## config.mk

```make
export PLATFORM = sky130hd
export DESIGN_NAME = csr_access_ctrl
export DESIGN_NICKNAME = d
export VERILOG_FILES = /design/src/rtl/csr_pkg.sv /design/src/rtl/csr_alu.sv /design/src/rtl/csr_access_ctrl.sv
export SDC_FILE = /design/constraint.sdc
export NUM_CORES = 1
export LEC_CHECK = 0
export BUFFER_PORTS_ARGS = -buffer_cell sky130_fd_sc_hd__buf_2
export CAP_MARGIN = 10
export CORE_ASPECT_RATIO = 1.75
export CORE_UTILIZATION = 43
export DETAILED_ROUTE_END_ITERATION = 10
export PLACE_DENSITY_LB_ADDON = 0.12
export SLEW_MARGIN = 20
export SYNTH_ARGS = -nofsm -noshare
export SYNTH_HDL_FRONTEND = slang
export SYNTH_SLANG_ARGS = --single-unit
```

## constraint.sdc

```tcl
create_clock -name CLK -period 1.45 [get_ports CLK]
set_input_delay 0.145 -clock CLK [delete_from_list [all_inputs] [get_ports CLK]]
set_output_delay 0.145 -clock CLK [all_outputs]
set_load 0.01 [all_outputs]
```

## src/rtl/csr_pkg.sv

```systemverilog
// Shared encodings for the CSR access controller: operation codes, FSM states
// and the CSR address/data widths.
package csr_pkg;

  localparam int CSR_AW = 12;
  localparam int CSR_DW = 32;

  typedef enum logic [1:0] {
    OP_NONE = 2'b00,
    OP_RW   = 2'b01,
    OP_RS   = 2'b10,
    OP_RC   = 2'b11
  } csr_op_e;

  typedef enum logic [1:0] {
    ST_IDLE  = 2'b00,
    ST_READ  = 2'b01,
    ST_WRITE = 2'b10,
    ST_RESP  = 2'b11
  } csr_state_e;

endpackage

```

## src/rtl/csr_alu.sv

```systemverilog
// Read-modify-write datapath: computes the new CSR value and whether the
// write is needed at all (set/clear with an all-zero mask leaves the CSR alone).
module csr_alu
  import csr_pkg::*;
(
  input  csr_op_e           op,
  input  logic [CSR_DW-1:0] old_val,
  input  logic [CSR_DW-1:0] operand,
  output logic [CSR_DW-1:0] new_val,
  output logic              wr_en
);

  // Modify function selected by the latched operation
  always_comb begin
    new_val = old_val;
    wr_en   = 1'b0;
    case (op)
      OP_RW: begin
        new_val = operand;
        wr_en   = 1'b1;
      end
      OP_RS: begin
        new_val = old_val | operand;
        wr_en   = (operand != {CSR_DW{1'b0}});
      end
      OP_RC: begin
        new_val = old_val & ~operand;
        wr_en   = (operand != {CSR_DW{1'b0}});
      end
      default: begin
        new_val = old_val;
        wr_en   = 1'b0;
      end
    endcase
  end

endmodule

```

## src/rtl/csr_access_ctrl.sv

```systemverilog
// Arbitrates trap-unit and instruction-side CSR accesses and sequences each one
// as read / modify-write / respond against the CSR file, with a read timeout.
module csr_access_ctrl
  import csr_pkg::*;
#(
  parameter int RD_TIMEOUT = 15
) (
  input  logic              CLK,
  input  logic              RST_N,
  input  logic              FLUSH,
  input  logic              I_REQ,
  input  logic [1:0]        I_OP,
  input  logic [CSR_AW-1:0] I_ADDR,
  input  logic [CSR_DW-1:0] I_WDATA,
  output logic              I_ACK,
  output logic [CSR_DW-1:0] I_RDATA,
  output logic              I_ERR,
  input  logic              T_REQ,
  input  logic [CSR_AW-1:0] T_ADDR,
  input  logic [CSR_DW-1:0] T_WDATA,
  output logic              T_ACK,
  output logic [CSR_DW-1:0] T_RDATA,
  output logic [CSR_AW-1:0] CSR_RADDR,
  input  logic              CSR_RVALID,
  input  logic [CSR_DW-1:0] CSR_RDATA,
  output logic              CSR_WREN,
  output logic [CSR_AW-1:0] CSR_WADDR,
  output logic [CSR_DW-1:0] CSR_WDATA,
  output logic              BUSY
);

  localparam int CNT_W = (RD_TIMEOUT < 2) ? 1 : $clog2(RD_TIMEOUT);
  localparam logic [CNT_W-1:0] CNT_LAST = CNT_W'(RD_TIMEOUT - 1);

  csr_state_e        state_q, state_d;
  logic [CNT_W-1:0]  cnt_q, cnt_d;
  csr_op_e           op_q, op_d;
  logic [CSR_AW-1:0] addr_q, addr_d;
  logic [CSR_DW-1:0] operand_q, operand_d;
  logic [CSR_DW-1:0] old_q, old_d;
  logic              trap_q, trap_d;
  logic              err_q, err_d;

  logic [CSR_DW-1:0] new_val_s;
  logic              alu_we_s;
  logic              flush_abort_s;
  logic [CSR_DW-1:0] rdata_s;

  csr_alu u_alu (
    .op      (op_q),
    .old_val (old_q),
    .operand (operand_q),
    .new_val (new_val_s),
    .wr_en   (alu_we_s)
  );

  // A flush only ever cancels work owned by the instruction side
  assign flush_abort_s = FLUSH & ~trap_q;

  // Next-state and latch logic for the access sequencer
  always_comb begin
    state_d   = state_q;
    cnt_d     = cnt_q;
    op_d      = op_q;
    addr_d    = addr_q;
    operand_d = operand_q;
    old_d     = old_q;
    trap_d    = trap_q;
    err_d     = err_q;
    case (state_q)
      ST_IDLE: begin
        cnt_d = {CNT_W{1'b0}};
        err_d = 1'b0;
        if (T_REQ) begin
          trap_d    = 1'b1;
          op_d      = OP_RW;
          addr_d    = T_ADDR;
          operand_d = T_WDATA;
          old_d     = {CSR_DW{1'b0}};
          state_d   = ST_READ;
        end else if (I_REQ && (I_OP != 2'b00)) begin
          trap_d    = 1'b0;
          op_d      = csr_op_e'(I_OP);
          addr_d    = I_ADDR;
          operand_d = I_WDATA;
          old_d     = {CSR_DW{1'b0}};
          state_d   = ST_READ;
        end else begin
          state_d = ST_IDLE;
        end
      end
      ST_READ: begin
        if (flush_abort_s) begin
          state_d = ST_IDLE;
        end else if (CSR_RVALID) begin
          old_d   = CSR_RDATA;
          state_d = ST_WRITE;
        end else if (cnt_q == CNT_LAST) begin
          err_d   = 1'b1;
          state_d = ST_RESP;
        end else begin
          cnt_d = cnt_q + CNT_W'(1);
        end
      end
      ST_WRITE: begin
        if (flush_abort_s) begin
          state_d = ST_IDLE;
        end else begin
          state_d = ST_RESP;
        end
      end
      ST_RESP: begin
        state_d = ST_IDLE;
      end
      default: begin
        state_d = ST_IDLE;
      end
    endcase
  end

  // State and latched-request registers
  always_ff @(posedge CLK or negedge RST_N) begin
    if (!RST_N) begin
      state_q   <= ST_IDLE;
      cnt_q     <= {CNT_W{1'b0}};
      op_q      <= OP_NONE;
      addr_q    <= {CSR_AW{1'b0}};
      operand_q <= {CSR_DW{1'b0}};
      old_q     <= {CSR_DW{1'b0}};
      trap_q    <= 1'b0;
      err_q     <= 1'b0;
    end else begin
      state_q   <= state_d;
      cnt_q     <= cnt_d;
      op_q      <= op_d;
      addr_q    <= addr_d;
      operand_q <= operand_d;
      old_q     <= old_d;
      trap_q    <= trap_d;
      err_q     <= err_d;
    end
  end

  // Outputs decode registered state; FLUSH gates the write and ack in-cycle
  assign BUSY      = (state_q != ST_IDLE);
  assign CSR_RADDR = (state_q == ST_READ) ? addr_q : {CSR_AW{1'b0}};
  assign CSR_WREN  = (state_q == ST_WRITE) & alu_we_s & ~flush_abort_s;
  assign CSR_WADDR = CSR_WREN ? addr_q : {CSR_AW{1'b0}};
  assign CSR_WDATA = CSR_WREN ? new_val_s : {CSR_DW{1'b0}};
  assign rdata_s   = err_q ? {CSR_DW{1'b0}} : old_q;
  assign I_ACK     = (state_q == ST_RESP) & ~trap_q & ~FLUSH;
  assign I_RDATA   = I_ACK ? rdata_s : {CSR_DW{1'b0}};
  assign I_ERR     = I_ACK & err_q;
  assign T_ACK     = (state_q == ST_RESP) & trap_q;
  assign T_RDATA   = T_ACK ? rdata_s : {CSR_DW{1'b0}};

endmodule

```

Yosys cells after proc, flatten, opt, wreduce, memory -nomap -nowiden
Index checks and enable logic that the tools add are counted.
{"block": "op_classes", "add_sub_neg": 1, "eq_ne": 14, "muxes": 36, "bitwise": 13, "n_reduce_logical": 12}
{"op": "two-way mux 32 bit", "n": 10}
{"op": "one-hot mux 32 bit (3 select lines)", "n": 1}
{"op": "one-hot mux 32 bit (2 select lines)", "n": 1}
{"op": "two-way mux 12 bit", "n": 4}
{"op": "AND 32 bit", "n": 1}
{"op": "inverter 32 bit", "n": 1}
{"op": "OR 32 bit", "n": 1}
{"op": "nonzero test 32 bit", "n": 1}
{"op": "two-way mux 2 bit", "n": 6}
{"op": "two-way mux 4 bit", "n": 3}
{"op": "AND reduction 4 bit", "n": 3}
{"op": "!= test 2 bit (second input constant)", "n": 5}
{"op": "== test 2 bit (second input constant)", "n": 4}
{"op": "one-hot mux 2 bit (4 select lines)", "n": 1}
{"op": "one-hot mux 4 bit (2 select lines)", "n": 1}
{"op": "nonzero test 2 bit", "n": 4}
{"op": "AND 1 bit", "n": 7}
{"op": "two-way mux 1 bit", "n": 7}
{"op": "adder 4 x 1 -> 4 bit (second input constant)", "n": 1}
{"op": "== test 2 x 1 -> 1 bit (second input constant)", "n": 2}
{"op": "== test 4 bit (second input constant)", "n": 1}
{"op": "!= test 4 bit (second input constant)", "n": 1}
{"op": "one-hot mux 1 bit (2 select lines)", "n": 2}
{"op": "!= test 3 bit (second input constant)", "n": 1}
{"op": "other kinds (5)", "n": 7}
{"block": "totals", "reg_bits": 86, "input_bits": 128, "out_inout_bits": 125, "elab_cells": 84}

Logic depth before layout (Yosys ltp)
Gate-level depths: netlist of run 1.
{"block": "depth", "word_depth": 6, "ltp_mapped": 7, "depth_no_buf": 6}

By module
A second synthesis of run 1 with hierarchy kept.
{"block": "hier_totals", "cells_unflattened": 614, "area_unflattened_um2": 5838.1}
{"module": "csr_access_ctrl", "n_inst": 1, "cells_each": 492, "area_each_um2": 4966.0, "seq_area_each_um2": 2152.1}
{"module": "csr_alu", "n_inst": 1, "cells_each": 122, "area_each_um2": 872.1, "seq_area_each_um2": 0.0}

Worst setup path before layout of run 1
OpenSTA, ideal clock, no wires.
{"block": "synth_path", "path_kind": "reg-to-output", "from": "reg state_q[0]", "to": "out CSR_WADDR[2]", "t_arrival_ns": 1.543, "required_time_ns": 1.305, "slack_ns": -0.238, "stages_incl_launch_ff": 7, "path_buffers": 3, "cell_sequence": "dfrtp_1 > buf_2 > nand2b_1 > or3_1 > buf_6 > buf_6 > nor3b_1"}
{"block": "synth_via", "elab_chain_cells": 4}
{"element": "from (decl)", "line": "csr_access_ctrl.sv:35", "rtl": "csr_state_e state_q, state_d;"}
{"element": "from (signal assigned)", "line": "csr_access_ctrl.sv:133", "rtl": "state_q <= state_d;"}
{"element": "== test 2 bit", "line": "csr_access_ctrl.sv:147", "rtl": "assign CSR_WREN = (state_q == ST_WRITE) & alu_we_s & ~flush_abort_s;"}
{"element": "AND 1 bit (2 in a row)", "line": "csr_access_ctrl.sv:147"}
{"element": "two-way mux 12 bit", "line": "csr_access_ctrl.sv:148", "rtl": "assign CSR_WADDR = CSR_WREN ? addr_q : {CSR_AW{1'b0}};"}
{"element": "to (decl)", "line": "csr_access_ctrl.sv:27", "rtl": "output logic [CSR_AW-1:0] CSR_WADDR,"}
No other way between the ends.

Worst setup path in the final report of run 1
{"block": "layout_path", "from": "reg operand_q[28]", "to": "out CSR_WDATA[3]"}
{"block": "layout_via", "elab_chain_cells": 5}
{"element": "from (decl)", "line": "csr_access_ctrl.sv:39", "rtl": "logic [CSR_DW-1:0] operand_q, operand_d;"}
{"element": "from (signal assigned)", "line": "csr_access_ctrl.sv:128", "rtl": "operand_q <= {CSR_DW{1'b0}};"}
{"element": "from (signal assigned)", "line": "csr_access_ctrl.sv:137", "rtl": "operand_q <= operand_d;"}
{"element": "nonzero test 32 bit", "line": "csr_alu.sv:24, csr_alu.sv:28"}
{"element": "one-hot mux 1 bit (2 select lines)", "line": "csr_alu.sv:17", "rtl": "case (op)"}
{"element": "AND 1 bit (2 in a row)", "line": "csr_access_ctrl.sv:147"}
{"element": "two-way mux 32 bit", "line": "csr_access_ctrl.sv:149", "rtl": "assign CSR_WDATA = CSR_WREN ? new_val_s : {CSR_DW{1'b0}};"}
{"element": "to (decl)", "line": "csr_access_ctrl.sv:28", "rtl": "output logic [CSR_DW-1:0] CSR_WDATA,"}
No other way between the ends.

==> results.json, run 1 <==
{
  "clock_latency_ns": 0.34,
  "area_growth_pct": 89.7,
  "drive_gt1_frac": 0.656,
  "netlist_area_um2": 5480,
  "r2r_end": "old_q[10]",
  "cp.required_ns": 1.31,
  "setup_viol": 211,
  "grtUsageTotal": 0.355,
  "vias": 6640,
  "synth_ff_type": "dfrtp_1",
  "synth.avg_cell_area_um2": 8.48,
  "io_pins": 253,
  "placementRows": 54,
  "tns_ns": -122.93,
  "critPathCaptureType": "output port",
  "wl_per_cell_um": 21.8,
  "cts_tree": "built",
  "worstReg2RegStart": "state_q[0]",
  "worst_pin_slew_ns": 0.427,
  "hold_path_end": "old_q[21]",
  "synth_area_leaders": "dfrtp_1, o21ai_0, nand2_1",
  "fin_util": 0.837,
  "drc": 0,
  "clockBufferDepth": 2,
  "clock_sinks": 86,
  "h-tree-depth": 3,
  "slew_viol_final": 0,
  "cts_buffers": 9,
  "reg2reg_slack_ns": -0.63,
  "critPathLaunch": "operand_q[28]",
  "dpl.hpwl_mm": 13.0,
  "leakage_nw": 5.00,
  "clkTransAtPathRegs_ns": 0.07,
  "die_y_um": 151,
  "start_util": 0.441,
  "rsz0062_at_grt": "true",
  "min_from": "CSR_RDATA[21]",
  "ff2ff_path_depth": 14,
  "place_inst": 1087,
  "critPathMaxStageDelay_ns": 0.39,
  "ant_nets": 0,
  "grt_pass1_vias": 6482,
  "final_cell_mix": "buf_2, nand2_1, dfrtp_1",
  "fin_skew_ns": 0.00449,
  "io_buffer_count": 252,
  "regArea_um2": 2150,
  "fill_cells": 707,
  "drt_iter0_drc": 530,
  "hold_class": "primary input to flip-flop",
  "yosysTopAreaCell": "dfrtp_1",
  "synth_fp_nets": 777,
  "grt_pass1_wl_mm": 34.9,
  "whs_path_depth": 3,
  "yosysUniqueCellTypes": 38,
  "core_area_um2": 12400,
  "clock.fmax_mhz": 418,
  "violations": "negative setup slack",
  "powerDensity_nw_per_um2": 2020,
  "dpl_cell_area_um2": 7540,
  "yosys_warnings": 0,
  "muxShareOfSynthArea": 0.0803,
  "viasPerCell": 5.67,
  "max-cap-violations": 0,
  "dp_slack_ns": -0.635,
  "final_net_count": 1129,
  "synth-simple-area-share": 0.283,
  "outcome": "finished, violations left",
  "grt_antenna_before_repair": 0,
  "diodes": 0,
  "multi_input_area_um2": 4100,
  "maxSlewHeadroom": 0.716,
  "layoutNonFillerInstCount": 1172,
  "ys_ff_latch": 86,
  "critPathLaunchType": "flip-flop",
  "finalInstanceArea_um2": 10400,
  "fin_crit_ns": 2.39,
  "period_share": 1.65,
  "worst-setup-path-type": "flip-flop to output port",
  "synth_edf_count": 0,
  "synth_top_family_by_area": "simple AND/OR/NAND/NOR gates",
  "synth_top_area_frac": 0.392,
  "synthXorXnorAreaFrac": 0.00319,
  "mostFrequentLayoutCell": "buf_2",
  "path_cells": "nor4_2 > buf_4 > nand4_1 > nor3_4 > buf_6 > buf_12 > a211oi_1 > buf_2",
  "crit_arrival_ns": 2.25,
  "finalWeightedCongestion": 0.797,
  "seq_area_frac_synth": 0.392,
  "routed_wl_mm": 25.5,
  "peakVddDrop_v": 0.00113,
  "overflow": 0,
  "fin_ws_ns": -0.943,
  "die_w_um": 87.4,
  "synth_adder_area_share": 0.00456,
  "firstDrtPassIters": 4,
  "synth_compound_area_frac": 0.179,
  "slowest_stage": "dfrtp_1",
  "hold_violations": 0,
  "synthArstFlopShare": 1.00,
  "die_area_um2": 13200,
  "grt_max_degree": 33,
  "crit_fanout": 12,
  "clockRootBuffer": "clkbuf_16",
  "synthCells": 647
}
## worst max-delay path: cells and delay by family, from the launching register on
kind / cells / cell delay (ns)
AND/OR/NAND/NOR: 3 / 0.78
buffers and inverters: 4 / 0.64
flip-flops: 1 / 0.39
AO/OA/AOI/OAI: 1 / 0.08
## Yosys cell counts, drive strengths merged, types with 3 or more instances
| cell | n |
|---|---|
| nor3 | 6 |
| dfrtp | 86 |
| buf | 26 |
| a22oi | 4 |
| mux2i | 44 |
| nor3b | 12 |
| clkbuf | 30 |
| nand2b | 3 |
| nor4 | 7 |
| and2 | 78 |
| o21ai | 114 |
| nand4 | 3 |
| nand2 | 139 |
| nor2 | 7 |
| inv | 4 |
| a211oi | 28 |
| nand3 | 37 |
## flip-flops by register name (all words and copies together), names as in the netlist
signal / flops
old_q: 32
operand_q: 32
addr_q: 12
cnt_q: 4
op_q: 2
state_q: 2
err_q: 1
trap_q: 1
## report_power, final
| group | internal, W | switching [W] |
|---|---|---|
| Combinational | 0.00677 | 0.00691 |
| Clock | 0.00144 | 0.00105 |
| Sequential | 0.00353 | 0.00132 |
## per-layer routing
layer	global-route usage	vias to the layer above	share of wire
li1	-	2946	-
met1	0.395	3204	0.34
met2	0.636	375	0.52
met3	0.0627	115	0.069
met4	0.184	0	0.066
met5	0	-	0
## stage by stage
stage | power, W | hold slack (ns)
6_report | 0.0210 | 0.0245
5_1_grt | 0.0219 | 0.0243
4_1_cts | 0.0189 | 0.0258
3_5_place_dp | 0.0118 | 0.107
3_3_place_gp | 0.0116 | 0.103
2_1_floorplan | 0.00832 | -0.151
## cell type report
type,instances,share of cell area
Sequential cell,86,0.207
Inverter,4,0.00192
Clock inverter,4,0.00517
Clock buffer,12,0.0247
Multi-Input combinational cell,502,0.394
Timing Repair Buffer,396,0.347
Tap cell,168,0.0202
## worst max-delay path by stage
| stage | endpoint | slack (ns) | depth (start not counted) |
|---|---|---|---|
| 3_3_place_gp | CSR_WDATA[17] | -0.63 | 6 |
| 6_report | CSR_WDATA[3] | -0.94 | 8 |
| 5_1_grt | CSR_WDATA[3] | -1.03 | 8 |
| 4_1_cts | CSR_WDATA[7] | -0.83 | 8 |
| 3_5_place_dp | CSR_WDATA[17] | -0.64 | 6 |
| 2_1_floorplan | CSR_WADDR[0] | -0.24 | 6 |
## logic make-up after synthesis
kind of cell	count (synthesis)
compound gates	153
xor+xnor	2
fa+ha+maj	2
buf+inv	60
flops	86
mux	44
simple gates	300
## repair_timing
| item | 4_1_cts | 5_1_grt |
|---|---|---|
| buffers inserted | 40 | 16 |
| resized for setup | 250 | 214 |
| endpoints found under the setup margin | 180 | 211 |
| pin swaps | 76 | 50 |
| hold endpoints to repair | 26 | 0 |
| hold buffers | 1 | 0 |
| cloned | 25 | 6 |
Power figures use the tool's default switching activity.
==> inputs of run 2 (changes only) <==
--- a/config.mk
+++ b/config.mk
@@ -11,6 +11,7 @@
 export CORE_UTILIZATION = 43
 export DETAILED_ROUTE_END_ITERATION = 10
 export PLACE_DENSITY_LB_ADDON = 0.12
+export SETUP_SLACK_MARGIN = 0.2
 export SLEW_MARGIN = 20
 export SYNTH_ARGS = -nofsm -noshare
 export SYNTH_HDL_FRONTEND = slang
==> results.json, run 2 (synthesis results as in run 1) <==
{
  "wl_per_cell_um": 19.3,
  "clockBufferDepth": 2,
  "cts_buffers": 9,
  "die_area_um2": 13200,
  "finalWeightedCongestion": 0.858,
  "firstDrtPassIters": 5,
  "tns_ns": -101.18,
  "met3_usage": 0.0474,
  "diodes": 0,
  "mostFrequentLayoutCell": "buf_2",
  "outcome": "finished, violations left",
  "grtUsageTotal": 0.294,
  "violations": "negative setup slack",
  "period_share": 1.58,
  "worst-setup-path-type": "flip-flop to output port",
  "cts_tree": "built",
  "io_pins": 253,
  "leakage_nw": 4.66,
  "critPathLaunchType": "flip-flop",
  "die_w_um": 87.4,
  "critPathCaptureType": "output port",
  "routed_wl_mm": 22.3,
  "final_cell_mix": "buf_2, nand2_1, dfrtp_1",
  "overflow": 0,
  "grt_pass1_vias": 5843,
  "clock_sinks": 86,
  "clkTransAtPathRegs_ns": 0.07,
  "grt.busiest_layer": "met2",
  "start_util": 0.441,
  "crit_arrival_ns": 2.15,
  "hold_ws_ns": 0.0495,
  "clock.fmax_mhz": 435,
  "placementRows": 54,
  "crit_fanout": 15,
  "maxSlewHeadroom": 0.688,
  "io_buffer_count": 252,
  "die_y_um": 151,
  "largest_registers": "old_q (32), operand_q (32), addr_q (12)",
  "rsz0062_at_grt": "true",
  "clock_latency_ns": 0.34,
  "setup_viol": 211,
  "fin_util": 0.761,
  "viasPerCell": 5.52,
  "ant_nets": 0,
  "slew_viol_final": 0,
  "drt_iter0_drc": 396,
  "worst_pin_slew_ns": 0.468,
  "layoutNonFillerInstCount": 1159,
  "grt_max_degree": 42,
  "hold_violations": 0,
  "fin_ws_ns": -0.847,
  "final_net_count": 1116,
  "fill_cells": 886,
  "fin_skew_ns": 0.00782,
  "core_area_um2": 12400,
  "grt.met1_usage": 0.321,
  "fin_crit_ns": 2.30,
  "max-cap-violations": 0,
  "grt_pass1_wl_mm": 29.1,
  "grt_antenna_before_repair": 0,
  "powerDensity_nw_per_um2": 2020,
  "grt_use_met2": 0.537,
  "cp.required_ns": 1.31,
  "dpl.hpwl_mm": 13.6,
  "h-tree-depth": 3,
  "drive_gt1_frac": 0.581,
  "hold_class": "primary input to flip-flop",
  "peakVddDrop_v": 0.00119,
  "vias": 6395,
  "area_growth_pct": 72.5,
  "drc": 0,
  "place_inst": 1085,
  "clockRootBuffer": "clkbuf_16"
}
run 2: metal layers:
layer | vias up | part of all wire
li1 | 2910 | -
met1 | 3124 | 0.36
met2 | 297 | 0.55
met3 | 64 | 0.054
met4 | 0 | 0.041
met5 | - | 0
run 2: worst paths after layout:
path                                    start            to  slack (ns)  depth (start not counted)
max in group asynchronous               RST_N     old_q[13]        0.56                          3
worst max-delay path            operand_q[30]  CSR_WADDR[7]       -0.85                          8
min in group asynchronous               RST_N     old_q[20]        0.30                          2
worst min-delay path            CSR_RDATA[10]     old_q[10]        0.05                          3
worst min register to register      addr_q[6]     addr_q[6]        0.51                          2
worst max register to register     state_q[1]     old_q[12]       -0.44                         10
run 2: repair_timing:
item | CTS | global route
buffers inserted | 23 | 8
resized for setup | 73 | 210
hold buffers | 1 | 0
setup endpoints to repair | 209 | 211
hold endpoints to repair | 30 | 0
cloned | 5 | 21
pin swaps | 8 | 46
run 2: worst max-delay path, stage by stage (launching register included):
cell and delay (ns):
dfrtp_1 0.39, nor4_2 0.31, buf_4 0.16, nand4_1 0.15, nor3_4 0.26, buf_6 0.16
buf_12 0.16, nor3b_2 0.07, buf_2 0.15
run 2: per-stage QoR:
step	setup WS, ns	total power [W]	instance area [um2]
after floorplan	-0.235	0.00864	5640
after global placement	-0.575	0.0115	7460
after detailed placement	-0.640	0.0118	7460
after CTS	-0.839	0.0158	8410
after global routing	-0.921	0.0200	9460
final	-0.847	0.0191	9460
run 2: where the power goes:
group / internal, W / switching [W] / total [W]
Sequential: 0.00354 / 0.00110 / 0.00465
Combinational: 0.00577 / 0.00611 / 0.0119
Clock: 0.00157 / 0.00100 / 0.00258
Total: 0.0109 / 0.00821 / 0.0191
run 2: final cells by class:
cell class                 count  area (um2)  share of cell area
clock buffer                  10         239              0.0253
multi-input combinational    504        3740               0.396
tap                          168         210              0.0222
clock inverter                 6        91.3             0.00965
inverter                       4        17.5             0.00185
timing repair buffer         381        3000               0.317
sequential                    86        2160               0.228
